[config.mk]
export PLATFORM = sky130hd
export DESIGN_NAME = conv_fetch_ctrl
export DESIGN_NICKNAME = d
export VERILOG_FILES = /design/src/rtl/conv_cfg_pkg.sv /design/src/rtl/conv_fetch_addr.sv /design/src/rtl/conv_fetch_ctrl.sv
export SDC_FILE = /design/constraint.sdc
export NUM_CORES = 1
export LEC_CHECK = 0
export BUFFER_PORTS_ARGS = -buffer_cell sky130_fd_sc_hd__buf_4
export CAP_MARGIN = 10
export CELL_PAD_IN_SITES_DETAIL_PLACEMENT = 1
export CELL_PAD_IN_SITES_GLOBAL_PLACEMENT = 1
export CORE_MARGIN = 5
export CORE_UTILIZATION = 37
export CTS_CLUSTER_SIZE = 28
export DETAILED_ROUTE_END_ITERATION = 8
export HOLD_SLACK_MARGIN = 0.05
export PLACE_DENSITY = 0.83
export RECOVER_POWER = 25
export SLEW_MARGIN = 15
export SYNTH_ARGS = -nofsm -noshare
export SYNTH_HDL_FRONTEND = slang
export SYNTH_HIERARCHICAL = 1
export SYNTH_SLANG_ARGS = --single-unit
[constraint.sdc]
create_clock -name clk -period 2.8 [get_ports clk]
set_input_delay 0.28 -clock clk [delete_from_list [all_inputs] [get_ports clk]]
set_output_delay 0.28 -clock clk [all_outputs]
set_load 0.1 [all_outputs]
[src/rtl/conv_cfg_pkg.sv]
// Shared schedule constants, FSM encoding and config decode for the conv input-fetch path.
// Pure declarations; no logic state.
package conv_cfg_pkg;

    localparam int PASS_CYC = 34;
    localparam int W_CYC    = 2;
    localparam int I_CYC    = 32;
    localparam int ROWS     = 61;
    localparam int FMAP_W   = 64;
    localparam int KNL_SZ   = 16;
    localparam int FMAP_SZ  = 4096;

    typedef enum logic [1:0] {
        ST_IDLE = 2'd0,
        ST_RUN  = 2'd1,
        ST_DONE = 2'd2
    } fetch_state_t;

    // Channel/kernel count from the 3-bit pin code; codes above 3 saturate at 32.
    function automatic logic [5:0] cfg_decode(input logic [2:0] code);
        logic [5:0] n;
        case (code)
            3'd0:    n = 6'd8;
            3'd1:    n = 6'd16;
            3'd2:    n = 6'd24;
            default: n = 6'd32;
        endcase
        return n;
    endfunction

endpackage

[src/rtl/conv_fetch_addr.sv]
// Weight and fmap read-address generation from the schedule counters.
// Latency: purely combinational. Backpressure: none, follows the counters.
module conv_fetch_addr
    import conv_cfg_pkg::*;
(
    input  logic [4:0]  knl,
    input  logic [4:0]  chnl,
    input  logic [5:0]  row,
    input  logic [5:0]  cyc,
    input  logic [5:0]  ci,
    output logic [13:0] waddr,
    output logic [16:0] faddr
);

    // Each weight read moves KNL_SZ/W_CYC words; each fmap read moves FMAP_W/I_CYC columns.
    always_comb begin
        waddr = 14'((32'(knl) * 32'(ci) + 32'(chnl)) * KNL_SZ
                    + 32'(cyc) * (KNL_SZ / W_CYC));
        faddr = 17'(32'(chnl) * FMAP_SZ + 32'(row) * FMAP_W
                    + 32'(cyc) * (FMAP_W / I_CYC));
    end

endmodule

[src/rtl/conv_fetch_ctrl.sv]
// Input-fetch sequencer: walks kernel/row/channel/cycle and issues read strobes (+ addresses when FETCH_ADDR_EN).
// Latency: first strobe the cycle after start is sampled; position/address outputs are registered decodes.
// Backpressure: in_hold freezes the schedule and drops both strobes combinationally in the same cycle.
module conv_fetch_ctrl
    import conv_cfg_pkg::*;
(
    input  logic        clk,
    input  logic        rst_n,
    input  logic        in_start_conv,
    input  logic [2:0]  in_cfg_ci,
    input  logic [2:0]  in_cfg_co,
    input  logic        in_hold,
    output logic        out_readw_ctl,
    output logic        out_readi_ctl,
    output logic [13:0] out_waddr,
    output logic [16:0] out_faddr,
    output logic [4:0]  out_knl,
    output logic [4:0]  out_chnl,
    output logic [5:0]  out_row,
    output logic [5:0]  out_cyc,
    output logic        out_first_chnl,
    output logic        out_last_chnl,
    output logic        out_end_conv
);

    fetch_state_t state_q, state_d;
    logic [5:0]   ci_q, ci_d, co_q, co_d;
    logic [4:0]   knl_q, knl_d, chnl_q, chnl_d;
    logic [5:0]   row_q, row_d, cyc_q, cyc_d;
    logic         end_q, end_d;
    logic         run, adv, cyc_last, chnl_last, row_last, knl_last, sched_last;

    always_comb begin
        run        = (state_q == ST_RUN);
        adv        = run & ~in_hold;
        cyc_last   = (cyc_q == 6'(PASS_CYC - 1));
        chnl_last  = ({1'b0, chnl_q} == (ci_q - 6'd1));
        row_last   = (row_q == 6'(ROWS - 1));
        knl_last   = ({1'b0, knl_q} == (co_q - 6'd1));
        sched_last = cyc_last & chnl_last & row_last & knl_last;
    end

    always_ff @(posedge clk or negedge rst_n) begin
        if (!rst_n) begin
            state_q <= ST_IDLE;
            ci_q    <= '0;
            co_q    <= '0;
            knl_q   <= '0;
            chnl_q  <= '0;
            row_q   <= '0;
            cyc_q   <= '0;
            end_q   <= 1'b0;
        end else begin
            state_q <= state_d;
            ci_q    <= ci_d;
            co_q    <= co_d;
            knl_q   <= knl_d;
            chnl_q  <= chnl_d;
            row_q   <= row_d;
            cyc_q   <= cyc_d;
            end_q   <= end_d;
        end
    end

    // DONE is left only once start drops, so a level start cannot re-trigger.
    always_comb begin
        state_d = state_q;
        case (state_q)
            ST_IDLE: if (in_start_conv)     state_d = ST_RUN;
            ST_RUN:  if (adv && sched_last) state_d = ST_DONE;
            ST_DONE: if (!in_start_conv)    state_d = ST_IDLE;
            default:                        state_d = ST_IDLE;
        endcase
    end

    always_comb begin
        ci_d   = ci_q;
        co_d   = co_q;
        knl_d  = knl_q;
        chnl_d = chnl_q;
        row_d  = row_q;
        cyc_d  = cyc_q;
        end_d  = 1'b0;
        if (state_q == ST_IDLE && in_start_conv) begin
            ci_d   = cfg_decode(in_cfg_ci);
            co_d   = cfg_decode(in_cfg_co);
            knl_d  = '0;
            chnl_d = '0;
            row_d  = '0;
            cyc_d  = '0;
        end else if (adv) begin
            cyc_d = cyc_q + 6'd1;
            if (cyc_last) begin
                cyc_d  = '0;
                chnl_d = chnl_q + 5'd1;
                if (chnl_last) begin
                    chnl_d = '0;
                    row_d  = row_q + 6'd1;
                    if (row_last) begin
                        row_d = '0;
                        knl_d = knl_q + 5'd1;
                        if (knl_last) begin
                            knl_d = '0;
                            end_d = 1'b1;
                        end
                    end
                end
            end
        end
    end

    always_comb begin
        out_readw_ctl  = adv & (cyc_q < 6'(W_CYC));
        out_readi_ctl  = adv & (cyc_q < 6'(I_CYC));
        out_first_chnl = run & (chnl_q == 5'd0);
        out_last_chnl  = run & chnl_last;
    end

    assign out_knl      = knl_q;
    assign out_chnl     = chnl_q;
    assign out_row      = row_q;
    assign out_cyc      = cyc_q;
    assign out_end_conv = end_q;

`ifdef FETCH_ADDR_EN
    conv_fetch_addr u_addr (
        .knl   (knl_q),
        .chnl  (chnl_q),
        .row   (row_q),
        .cyc   (cyc_q),
        .ci    (ci_q),
        .waddr (out_waddr),
        .faddr (out_faddr)
    );
`else
    assign out_waddr = '0;
    assign out_faddr = '0;
`endif

endmodule

==> flow_metrics.tcl <==
set metrics [dict create \
    hold_path_class "in2reg" \
    crit_end "out_last_chnl" \
    crit_cells 6 \
    slew_headroom_pct -18.7 \
    cts.sinks 31 \
    ctsResizeCount 0 \
    drtAntennaViolNets 0 \
    layout.nets 296 \
    finalPower_mw 1.79 \
    vias 1820 \
    syn_area_um2 2080 \
    ys_seq_area_share_pct 37.4 \
    cts_setup_buffers 0 \
    status "finished, violations left" \
    synth_async_sr_flop_share_pct 100 \
    fp.dieArea_um2 7210 \
    cts_tree "built" \
    syn_inst 235 \
    cp.buffers_inverters 2 \
    rsz0062_at_grt "no" \
    core_area_um2 5470 \
    r2r_end "out_row[0]$_DFFE_PN0P_" \
    fin_tns_setup_ns 0 \
    diodes 0 \
    cp.required_ns 2.52 \
    fin_skew_ns 0.00863 \
    hold_viol_final 0 \
    post-place-ws_ns 0.598 \
    synth_top_area_share_pct 37.4 \
    powerDensity_nw_per_um2 722 \
    ios 68 \
    synth_edf_count 0 \
    cap_violations 1 \
    drc 0 \
    postSynthAreaPerCell_um2 8.83 \
    yosysUniqueCellTypes 43 \
    core.rowCount 27 \
    critical-path-top-delay-family "simple AND/OR/NAND/NOR gates" \
    final.min_clock_period_ns 2.44 \
    die_h_um 84.9 \
    io_buffers 36 \
    max_freq_mhz 411 \
    wl_um 5680 \
    via_per_inst 5.20 \
    worstPathCellList "inv_1 -> ha_1 -> xnor2_1 -> or4_4 -> nor2_4 -> buf_4" \
    final_cell_area_um2 2480 \
    dpl.hpwl_um 4200 \
    drv_slew 32 \
    setup_viol 0 \
    clkLatencyLatePin_ns 0.29 \
    cts-htree-levels 2 \
    cts_buffers 5 \
    antenna_found_initial 0 \
    firstDrtPassIters 4 \
    ir_drop_mv 0.543 \
    crit_path_end_kind "output pin" \
    startpoint "ci_q[3]$_DFFE_PN0P_" \
    cp_slowest_cell "or4_4" \
    reg2reg_from "ci_q[3]$_DFFE_PN0P_" \
    grt_pass1_wl_um 9650 \
    dp_cells 341 \
    violations "max-capacitance violations, max-slew violations" \
    clk_pin_slew_ns 0.07 \
    crit_type "reg2out" \
    r2r_slack_ns 0.57 \
    area_delta_synth_final_pct 19.5 \
    synth_seq_cells 31 \
    grt_remaining_overflow 0 \
    arrival_ns 2.16 \
    clock_path_buffers 2 \
    grt_pass1_vias 2021 \
    final_cells 350 \
    synthTopCellsByArea "dfrtp_1 (37%), buf_4 (11%), ha_1 (5.4%)" \
    drt_iter0_drc 62 \
    die_width_um 84.9 \
    leakage_nw 1.16 \
    worst_slew_pin_slew_ns 1.78 \
    ys.flop_type "dfrtp_1" \
    initial_core_util_pct 37.9 \
    cts-root-buf "clkbuf_8" \
    crit_path_start_kind "flop" \
    synth_top_cell_by_area "dfrtp_1" \
    ys_top_cells_by_count "buf_4 (31), dfrtp_1 (31), nand2_1 (19), a21oi_1 (15), nand3_1 (13)" \
    grt_max_degree 32 \
    grt_use_total_pct 16.2 \
    critPathMaxStageDelay_ns 0.59 \
    reg2reg_depth 6 \
    worstPathMaxFanout 12 \
    placed_area_um2 2360 \
    place_congestion 0.809 \
    layout-drive-gt1-share_pct 21.2 \
    setup_slack_ns 0.364 \
    wl_per_cell_um 16.2 \
    ys_warn_count 6 \
    finalCritPeriodShare_pct 87.0 \
]
-- layer usage --
metal,GRT usage (%),vias to the layer above,wire length (µm)
li1,-,868,-
met1,18.8,897,2440
met2,29.5,46,2890
met3,3.88,9,270
met4,4.89,0,78
met5,0,-,0
-- worst min path at each step --
stage	from	to	slack, ns	cells after the start
3_3_place_gp	rst_n	ci_q[5]$_DFFE_PN0P_	0.24	1
5_1_grt	in_cfg_ci[2]	ci_q[4]$_DFFE_PN0P_	0.17	2
4_1_cts	in_cfg_co[2]	co_q[4]$_DFFE_PN0P_	0.17	2
3_5_place_dp	rst_n	ci_q[4]$_DFFE_PN0P_	0.26	1
2_1_floorplan	rst_n	ci_q[3]$_DFFE_PN0P_	-0.02	0
6_report	in_cfg_co[2]	co_q[4]$_DFFE_PN0P_	0.17	2
-- cells in the final DEF, fill, tap and decap left out, types with 2 or more instances in the layout --
| cell | n |
|---|---|
| clkbuf_8 | 6 |
| xor2_1 | 7 |
| a211oi_1 | 3 |
| o311ai_0 | 2 |
| a21oi_1 | 15 |
| and3_1 | 5 |
| nand2b_1 | 2 |
| or3_1 | 2 |
| dfrtp_1 | 31 |
| or3b_2 | 2 |
| a31oi_1 | 3 |
| a41oi_1 | 2 |
| nor4_1 | 3 |
| nand4_1 | 3 |
| nand2_1 | 19 |
| nand4b_1 | 3 |
| nand3_1 | 13 |
| nand3b_1 | 2 |
| inv_1 | 11 |
| o31ai_1 | 5 |
| nor3_1 | 6 |
| nor2_1 | 9 |
| o21ai_0 | 12 |
| xnor2_1 | 4 |
| buf_4 | 40 |
| ha_1 | 9 |
| conb_1 | 31 |
| and2_1 | 3 |
| o22ai_1 | 3 |
| or4_1 | 2 |
-- kinds of logic (layout without fill, tap and decap cells) --
group                      count (synthesis)  in the layout  share of synthesized area [%]
adders and majority gates                  9              9                           5.43
muxes                                      1              1                          0.542
xor gates and xnor gates                  11             11                           4.64
other                                      1             31                          0.181
DFF                                       31             31                           37.4
buffers and inverters                     48             61                           14.4
AOI/OAI and AO/OA                         51             51                           15.4
and+or+nand+nor                           83             83                           22.1
-- where the power goes --
part           internal (mW)  switching (mW)  total [mW]
Sequential             0.492          0.0684       0.561
Clock                  0.288           0.175       0.463
Combinational          0.148           0.620       0.768
-- flip-flops by register name, summed over array words and instances (netlist names) --
register	count
ci_q	3
co_q	3
out_chnl	5
out_cyc	6
out_end_conv	1
out_knl	5
out_row	6
state_q	2
-- stage by stage --
| stage | util (%) | hold slack (ns) |
|---|---|---|
| floorplan | - | -0.0156 |
| global placement | 43.1 | 0.244 |
| detailed placement | 43.1 | 0.256 |
| CTS | 45.4 | 0.167 |
| global route | 45.3 | 0.174 |
| finish | 45.3 | 0.172 |
-- area by class of cell --
cell class	count	area [µm²]
Clock buffer	6	82.6
Clock inverter	2	35.0
Fill cell	674	2990
Inverter	11	41.3
Multi-Input combinational cell	186	1140
Sequential cell	31	776
Tap cell	72	90.1
Timing Repair Buffer	42	314
-- repair_timing --
action,CTS,global route
hold endpoints to repair,31,0
setup endpoints to repair,0,0
hold buffers,1,0
(Power assumes the default switching activity.)
